File: src/rtl/hazard_ctrl.sv
// hazard_ctrl: load-use and control-hazard controller sitting between ID and EX.
// Loads are tracked in a small age scoreboard, so the stall length follows the
// data-memory latency LOAD_LAT (1..4). An EX-stage redirect flushes IF/ID and
// bubbles ID/EX.
// Optional feature: define HAZARD_PERF_CNT_EN to build the saturating stall and
// flush performance counters; otherwise stall_cnt and flush_cnt are tied to 0.
module hazard_ctrl #(
  parameter int REG_ADDR_W = 5,
  parameter int LOAD_LAT   = 1,
  parameter int CNT_W      = 32
) (
  input  logic                  clk,
  input  logic                  reset,
  input  logic                  id_valid,
  input  logic [6:0]            id_opcode,
  input  logic [REG_ADDR_W-1:0] id_rs1,
  input  logic [REG_ADDR_W-1:0] id_rs2,
  input  logic                  ex_valid,
  input  logic                  ex_mem_read,
  input  logic [REG_ADDR_W-1:0] ex_rd,
  input  logic                  ex_redirect,
  output logic                  pc_write,
  output logic                  if_id_write,
  output logic                  id_ex_bubble,
  output logic                  if_id_flush,
  output logic [CNT_W-1:0]      stall_cnt,
  output logic [CNT_W-1:0]      flush_cnt
);

  localparam logic [6:0] OP_LUI    = 7'b0110111;
  localparam logic [6:0] OP_AUIPC  = 7'b0010111;
  localparam logic [6:0] OP_JAL    = 7'b1101111;
  localparam logic [6:0] OP_RTYPE  = 7'b0110011;
  localparam logic [6:0] OP_STORE  = 7'b0100011;
  localparam logic [6:0] OP_BRANCH = 7'b1100011;
  localparam logic [REG_ADDR_W-1:0] REG_ZERO = {REG_ADDR_W{1'b0}};

  logic use_rs1_s;
  logic use_rs2_s;
  logic ex_load_s;
  logic sb_hit_rs1_s;
  logic sb_hit_rs2_s;
  logic hazard_s;
  logic stall_s;
  logic flush_s;

  // With a single-bubble latency and no counters, clk has no other reader.
  logic unused_clk_s;
  assign unused_clk_s = clk;

  // Decode which source fields the ID instruction actually reads.
  always_comb begin
    use_rs1_s = 1'b1;
    use_rs2_s = 1'b0;
    case (id_opcode)
      OP_LUI, OP_AUIPC, OP_JAL: begin
        use_rs1_s = 1'b0;
        use_rs2_s = 1'b0;
      end
      OP_RTYPE, OP_STORE, OP_BRANCH: begin
        use_rs1_s = 1'b1;
        use_rs2_s = 1'b1;
      end
      default: begin
        use_rs1_s = 1'b1;
        use_rs2_s = 1'b0;
      end
    endcase
  end

  // A load writing x0 never produces a usable result, so it is not tracked.
  assign ex_load_s = ex_valid & ex_mem_read & (ex_rd != REG_ZERO);

  generate
    if (LOAD_LAT > 1) begin : g_sb
      localparam int SB_N = LOAD_LAT - 1;
      logic [SB_N-1:0]       sb_v_q;
      logic [SB_N-1:0]       sb_v_d;
      logic [REG_ADDR_W-1:0] sb_rd_q [SB_N];
      logic [REG_ADDR_W-1:0] sb_rd_d [SB_N];

      // Age every tracked load by one slot; EX always advances, so no hold.
      always_comb begin
        sb_v_d     = sb_v_q;
        sb_v_d[0]  = ex_load_s;
        sb_rd_d    = sb_rd_q;
        sb_rd_d[0] = ex_rd;
        for (int i = 1; i < SB_N; i++) begin
          sb_v_d[i]  = sb_v_q[i-1];
          sb_rd_d[i] = sb_rd_q[i-1];
        end
      end

      // Scoreboard register; only the valid bits need clearing on reset.
      always_ff @(posedge clk) begin
        if (!reset) begin
          sb_v_q <= {SB_N{1'b0}};
        end else begin
          sb_v_q <= sb_v_d;
        end
        for (int i = 0; i < SB_N; i++) begin
          sb_rd_q[i] <= sb_rd_d[i];
        end
      end

      // Match the ID sources against every live scoreboard entry.
      always_comb begin
        sb_hit_rs1_s = 1'b0;
        sb_hit_rs2_s = 1'b0;
        for (int i = 0; i < SB_N; i++) begin
          sb_hit_rs1_s = sb_hit_rs1_s | (sb_v_q[i] & (sb_rd_q[i] == id_rs1));
          sb_hit_rs2_s = sb_hit_rs2_s | (sb_v_q[i] & (sb_rd_q[i] == id_rs2));
        end
      end
    end else begin : g_no_sb
      assign sb_hit_rs1_s = 1'b0;
      assign sb_hit_rs2_s = 1'b0;
    end
  endgenerate

  // Load-use hazard: a used, non-zero source hits the load in EX or in flight.
  always_comb begin
    hazard_s = id_valid & (
                 (use_rs1_s & (id_rs1 != REG_ZERO) &
                  ((ex_load_s & (ex_rd == id_rs1)) | sb_hit_rs1_s)) |
                 (use_rs2_s & (id_rs2 != REG_ZERO) &
                  ((ex_load_s & (ex_rd == id_rs2)) | sb_hit_rs2_s)));
    flush_s  = ex_redirect;
    stall_s  = hazard_s & ~ex_redirect;
  end

  // Pipeline controls: reset holds the pipe empty, then flush > stall > run.
  always_comb begin
    pc_write     = 1'b1;
    if_id_write  = 1'b1;
    id_ex_bubble = 1'b0;
    if_id_flush  = 1'b0;
    if (!reset) begin
      pc_write     = 1'b0;
      if_id_write  = 1'b0;
      id_ex_bubble = 1'b1;
      if_id_flush  = 1'b1;
    end else if (flush_s) begin
      pc_write     = 1'b1;
      if_id_write  = 1'b1;
      id_ex_bubble = 1'b1;
      if_id_flush  = 1'b1;
    end else if (stall_s) begin
      pc_write     = 1'b0;
      if_id_write  = 1'b0;
      id_ex_bubble = 1'b1;
      if_id_flush  = 1'b0;
    end else begin
      pc_write     = 1'b1;
      if_id_write  = 1'b1;
      id_ex_bubble = 1'b0;
      if_id_flush  = 1'b0;
    end
  end

`ifdef HAZARD_PERF_CNT_EN
  localparam logic [CNT_W-1:0] CNT_MAX = {CNT_W{1'b1}};
  localparam logic [CNT_W-1:0] CNT_ONE = {{(CNT_W-1){1'b0}}, 1'b1};

  logic [CNT_W-1:0] stall_cnt_q;
  logic [CNT_W-1:0] stall_cnt_d;
  logic [CNT_W-1:0] flush_cnt_q;
  logic [CNT_W-1:0] flush_cnt_d;

  // Saturating increments; a counter parked at all-ones stays there.
  always_comb begin
    stall_cnt_d = stall_cnt_q;
    flush_cnt_d = flush_cnt_q;
    if (stall_s && (stall_cnt_q != CNT_MAX)) begin
      stall_cnt_d = stall_cnt_q + CNT_ONE;
    end else begin
      stall_cnt_d = stall_cnt_q;
    end
    if (flush_s && (flush_cnt_q != CNT_MAX)) begin
      flush_cnt_d = flush_cnt_q + CNT_ONE;
    end else begin
      flush_cnt_d = flush_cnt_q;
    end
  end

  // Counter registers, cleared by reset.
  always_ff @(posedge clk) begin
    if (!reset) begin
      stall_cnt_q <= {CNT_W{1'b0}};
      flush_cnt_q <= {CNT_W{1'b0}};
    end else begin
      stall_cnt_q <= stall_cnt_d;
      flush_cnt_q <= flush_cnt_d;
    end
  end

  assign stall_cnt = stall_cnt_q;
  assign flush_cnt = flush_cnt_q;
`else
  assign stall_cnt = {CNT_W{1'b0}};
  assign flush_cnt = {CNT_W{1'b0}};
`endif

endmodule
File: config.mk
export PLATFORM = sky130hd
export DESIGN_NAME = hazard_ctrl
export DESIGN_NICKNAME = d
export VERILOG_FILES = /design/src/rtl/hazard_ctrl.sv
export SDC_FILE = /design/constraint.sdc
export NUM_CORES = 1
export LEC_CHECK = 0
export BUFFER_PORTS_ARGS = -buffer_cell sky130_fd_sc_hd__buf_2
export CORE_AREA = 2 2 49 51
export DETAILED_ROUTE_END_ITERATION = 7
export DIE_AREA = 0 0 51 53
export PLACE_DENSITY_LB_ADDON = 0.12
export SLEW_MARGIN = 10
export SYNTH_ARGS = -nofsm -noshare
export SYNTH_HDL_FRONTEND = slang
export SYNTH_SLANG_ARGS = --single-unit
File: constraint.sdc
create_clock -name vclk -period 2.3
set_clock_uncertainty 0.1 [all_clocks]
set_input_delay 0.115 -clock vclk [all_inputs]
set_output_delay 0.115 -clock vclk [all_outputs]
set_load 0.05 [all_outputs]
==> run summary, run 1 <==
Setup repair after global routing left no endpoint under its margin. The storage element area is 0 um^2. The worst path setup slack after routing came out at approximately 0.66 ns. The initial antenna violation count is 0. Measured along the x axis, the die boundary spans 51 um. The power per cell area came out at 444 nW/um^2.

The floorplan step set the die height to 53 um. The fraction of power spent switching nets came out at around 90%. The final period demand of the worst path came out at 1.64 ns. Routability-driven placement finished with a final weighted congestion of 0.749.

Per report_power, the sequential group accounts for 0% of the total. The post-detailed-route via-to-cell ratio is ~3.4. The aggregate global-route resource usage is between 7 and 8%. The floorplan core area came out at 2150 um^2. The buffers inserted during post-CTS setup optimization is 0.

The most critical setup path has its startpoint at ex_rd[2]. STA classifies the critical path startpoint as an input pin. The HPWL after detailed placement is between 1000 and 1500 um.

The synthesized area divided by synthesized cell count is 7.45 um^2. The placed cell area came out at approximately 690 um^2. The area share of the largest cell type after synthesis is 64.9%. The number of nets in the layout came out at 160. The count of max-cap constraint violations is 0. The total wire length after detailed routing is between 1000 and 1500 um. The maximum number of pins on one net before global-route repair came out at 4.

The placed instance count is about 160. The final total negative setup slack came out at 0 ns. The port buffer count came out at 31. Data on the critical path arrives at its endpoint at around 1.4 ns.

The area growth from synthesis to layout is -8.15%. The switching power of the nets is roughly 0.00027 W. Dividing the final minimum period by the clock period gives a little under three quarters. The overall via count from detail_route came out at ~540. The number of flip-flops and latches is 0. The count of clock buffers in the final design came out at 0. Yosys printed 0 warnings. Excluding fillers, the count of instances in the completed layout stands at 158. The DRC violation count after routing is 0. The floorplan has 17 rows.

The total count of max-transition violations in the final report is 0. The number of detailed-routing iterations run before antenna repair is 4. After detailed routing, the average wire length per cell comes to between 7 and 8 um. The flow ran to the end, and the final reports show no timing, DRC or antenna violations. The number of gates resized after CTS was 0.

The post-route netlist has roughly a quarter of its cells at a drive strength greater than 1. The final hold violation count was 0. For this design, the CTS-stage hold fixing added 0 buffers.

The number of unique standard cell types used by synthesis is 21. The first-pass GRT wire length came out at between 1500 and 2000 um. Setup violations remaining at the end of the flow were counted as 0.

During I/O placement, the number of pins put on the boundary was between 90 and 100. The endpoint type of the worst setup path is an output port. The highest net fanout along the worst path came out at 3.

The share of power burned in the clock network is 0%. The sequential cell area fraction in the yosys report is 0%. The critical path in this run is classified as in2out. The number of violations reported at the end of detailed-routing iteration 0 is 2. For this design the static power due to leakage is about 0.41 nW. In the post-synthesis netlist, the biggest area contributors are buf_4 (65%), xor2_1 (8.2%), xnor2_1 (3.5%).

The internal power consumption came out at 0.0000354 W. Per report_power, the combinational group accounts for 100.0% of the total. The via count of the first global-routing pass is ~440. The remaining antenna violation count is 0. The repair_antennas step left the layout with diodes totalling 0. The cell count after synthesis came out at 101. The final design area excluding fillers is around 690 um^2.

The endpoint required time on the critical path is approximately 2.1 ns. The peak clock frequency supported by timing came out at about 600 MHz. The initial cell density of the core came out at between 30% and 40%. The capture point of the critical path is id_ex_bubble.

Summing every instance area after synthesis gives roughly 750 um^2. The global-route congestion overflow total came out at 0. Summed over all instances, the cell type with the most area after synthesis is buf_4. The class of the most critical hold timing path is in2out. The worst setup slack after placement is approximately 0.65 ns. The total die area came out at about 2700 um^2. The peak supply drop is 0.000164 V.
metal layers:
metal / up-vias / GRT usage [%] / wire [um]
met5: - / 0 / 0
met4: 0 / 0 / 0
met3: 0 / 0.565 / 163
met2: 46 / 18.4 / 669
met1: 230 / 7.07 / 317
li1: 260 / - / -
cells in the final DEF, fill, tap and decap left out, drive strengths merged, types with 2 or more instances in the layout:
cell	count
buf	31
conb	64
nand2	2
nand4	3
nor2	4
nor3	3
o2111ai	2
xnor2	3
xor2	7
synthesized netlist by cell type (all sizes together):
cell     instances
nor3             3
nand3            1
a21oi            1
o221a            1
and3             1
buf             65
nor4b            1
nand4            3
nand2            2
or4              1
a211oi           1
xor2             7
xnor2            3
nor2b            1
conb             1
nor2             4
inv              1
o2111ai          2
and2             1
or4b             1
cells by family after synthesis:
group	share of synthesized area [%]
buffers and inverters	65.4
and+or+nand+nor	16.1
xor gates and xnor gates	11.6
AOI/OAI and AO/OA	6.32
other	0.499
worst min-delay path by stage:
stage	start	end	slack (ns)	depth (start not counted)
global placement	reset	if_id_flush	0.49	3
detailed placement	reset	if_id_flush	0.49	3
floorplan	reset	if_id_write	0.34	1
CTS	reset	if_id_flush	0.49	3
global route	reset	if_id_flush	0.51	3
finish	reset	if_id_flush	0.49	3
power by group through the flow:
stage                     Combinational [W]  Clock (W)  Sequential [W]
final                              0.000307          0               0
after global routing               0.000321          0               0
after global placement             0.000305          0               0
after CTS                          0.000305          0               0
after detailed placement           0.000305          0               0
after floorplan                    0.000353          0               0
worst max-delay path, cell delays in order:
cell and delay [ns]:
buf_2 0.12, nor2_1 0.06, nor4b_4 0.13, or4_1 0.54, o2111ai_2 0.17, buf_2 0.29
layout make-up:
type	instances	area (um^2)
multi-input cells	98	497
well taps	28	35.0
inverters	1	3.75
fillers	241	1460
repair buffers	31	155
per-stage QoR:
stage / hold WS [ns] / util (%) / total power (W)
2_1_floorplan: 0.339 / - / 0.000353
3_3_place_gp: 0.486 / 32.1 / 0.000305
3_5_place_dp: 0.491 / 32.1 / 0.000305
4_1_cts: 0.493 / 32.1 / 0.000305
5_1_grt: 0.509 / 32.1 / 0.000321
6_report: 0.488 / 32.1 / 0.000307
No activity file was read; power rests on OpenSTA's default activity.
==> run 2, diff against run 1 <==
CORE_AREA = 2 2 51 53   (was 2 2 49 51)
DIE_AREA = 0 0 53 55   (was 0 0 51 53)
clock period = 1.6 ns   (was 2.3 ns; I/O delays follow)
==> run 2 against run 1 <==
Worst hold slack worse by 0.067 ns. Total power is 45% higher. Sequential share of layout area is the same. Count of clock-buffer cells in the layout stayed put. Flip-flop and latch count is the same. Largest power group unchanged. Highest routed layer is now met4.
==> run summary, run 2 (synthesis gave the netlist of run 1 again) <==
The post-detailed-route via-to-cell ratio is 3.43 (+0.96%). The clock period could shrink to ~1.5 ns. The placed cell area is 693 um^2 (+0.36%). The fraction of final layout cells with drive strength greater than 1 came out at 26.2% (unchanged).

The DRC violation count after routing was 0 (unchanged). The half-perimeter wire length after detailed placement came out at 1180 um (+3.3%). Relative to the synthesized area, the layout overhead comes to -6.82%. The number of flip-flops and latches is 0 (unchanged).

The power per cell area came out at 633 nW/um^2 (+43%). The antenna diode count came out at 0 (unchanged). After layout, the worst path uses 96.2% of the clock period. The standard cell with the maximum stage delay on the critical path is or4_1. The number of detailed-routing iterations run before antenna repair is 2 (-2). In the layout the commonest cells are conb_1 (64), buf_2 (28), xor2_1 (7). The overall via count from detail_route is 548 (+2.2%).

Leaving out fill and tap cells, the most frequent cell in the layout is conb_1. The initial cell density of the core came out at 31.8% (-3.2 points). The largest stage delay on the critical path came out at 0.54 ns (about the same). The leakage component of the power is 0.415 nW (+0.93%). The horizontal die dimension came to 53 um (+3.9%). The total die area came out at 2920 um^2 (+7.8%). In this run the worst hold path is classified as in2out. The endpoint required time on the critical path came out at 1.42 ns (-0.67 ns). The port buffer count came to 31 (unchanged).

The global-route congestion overflow total came out at 0 (unchanged). Setup repair after global routing could not meet its margin everywhere. The placer congestion estimate came out at 0.721 (-3.8%).

The remaining antenna violation count was 0 (unchanged). The buffers plus inverters on the worst setup path is 2 (unchanged). The data arrival time of the critical path came out at 1.36 ns (-0.06 ns). The number of ports placed on the die boundary came to 96 (unchanged). The setup path with the least slack is of type in2out. The initial antenna violation count is 0 (unchanged). The number of nets in the layout is 160 (unchanged). The final setup violation count is 0 (unchanged). The die outline height came out at 55 um (+3.8%). The maximum number of pins on one net before global-route repair came to 4 (unchanged).

The storage element area came out at 0 um^2 (unchanged). The final design area excluding fillers is 701 um^2 (+1.4%). The total of hold buffers inserted after clock tree synthesis came out at 0 (unchanged). The floorplan core area came out at 2360 um^2 (+10%). Walking the worst path, the cells encountered are buf_2 > nor2_1 > nor4b_4 > or4_1 > o2111ai_2 > clkbuf_4. The count of max-cap constraint violations is 0 (unchanged). The final hold violation count came out at 0 (unchanged). The number of core rows came out at 18 (+1). In this design, the largest share of critical-path delay is due to simple AND/OR/NAND/NOR gates. The flow ran to the end, and the final reports show no timing, DRC or antenna violations. The number of violations reported at the end of detailed-routing iteration 0 was 1 (-1). The first-pass GRT wire length came out at 1570 um (-7.7%).

The highest net fanout along the worst path was 3 (unchanged). The aggregate global-route resource usage is 7.05% (-0.65 points). The total design power is 0.000443 W (+45%). The total wire length after detailed routing is 1220 um (+5.7%).

The total count of max-transition violations in the final report is 0 (unchanged). The via count of the first global-routing pass is 418 (-4.8%). The peak clock frequency supported by timing came out at between 600 and 700 MHz. The worst setup path is launched from an input pin.

The count of clock buffers in the final design was 0 (unchanged). The peak supply drop came out at 0.000270 V (+65%). The average wire length per cell after detail routing came out at 7.59 um (+4.4%).

STA classifies the critical path endpoint as an output port.
[run 2: routing by layer]
metal	part of all wire (%)	global-route usage, %	vias up
met5	0	0	-
met4	2.2	1.71	0
met3	13	0.269	2
met2	57	17.7	46
met1	28	5.45	239
li1	-	-	261
[run 2: area by class of cell]
class              count  area (um^2)
fillers              281         1660
multi-input cells     98          497
inverters              1         3.75
repair buffers        31          163
well taps             30         37.5
[run 2: timing repair]
action | CTS | global route
endpoints found under the setup margin | 0 | 3
setup buffers | 0 | 0
gates resized for setup | 0 | 6
[run 2: power breakdown]
group,switching [W],total [W],internal (W)
combinational,0.000390,0.000443,0.0000532
sequential,0,0,0
clock,0,0,0
[run 2: tightest hold or removal path, stage by stage]
cell and delay (ns):
buf_2 0.11, nand2_1 0.05, buf_2 0.20
[run 2: final timing paths]
kind / cells after the start / start / endpoint / slack (ns)
min: 3 / reset / if_id_flush / 0.42
max: 6 / ex_rd[2] / id_ex_bubble / 0.06
[run 2: stage by stage]
stage	setup TNS [ns]	hold WS, ns	utilization [%]	cells	setup slack (ns)
finish	0	0.421	29.6	160	0.0614
global placement	0	0.417	29.3	160	0.0350
floorplan	0	0.269	-	164	0.0306
global route	-0.0176	0.439	29.6	160	-0.00961
detailed placement	0	0.421	29.3	160	0.0299
CTS	0	0.421	29.3	160	0.0295
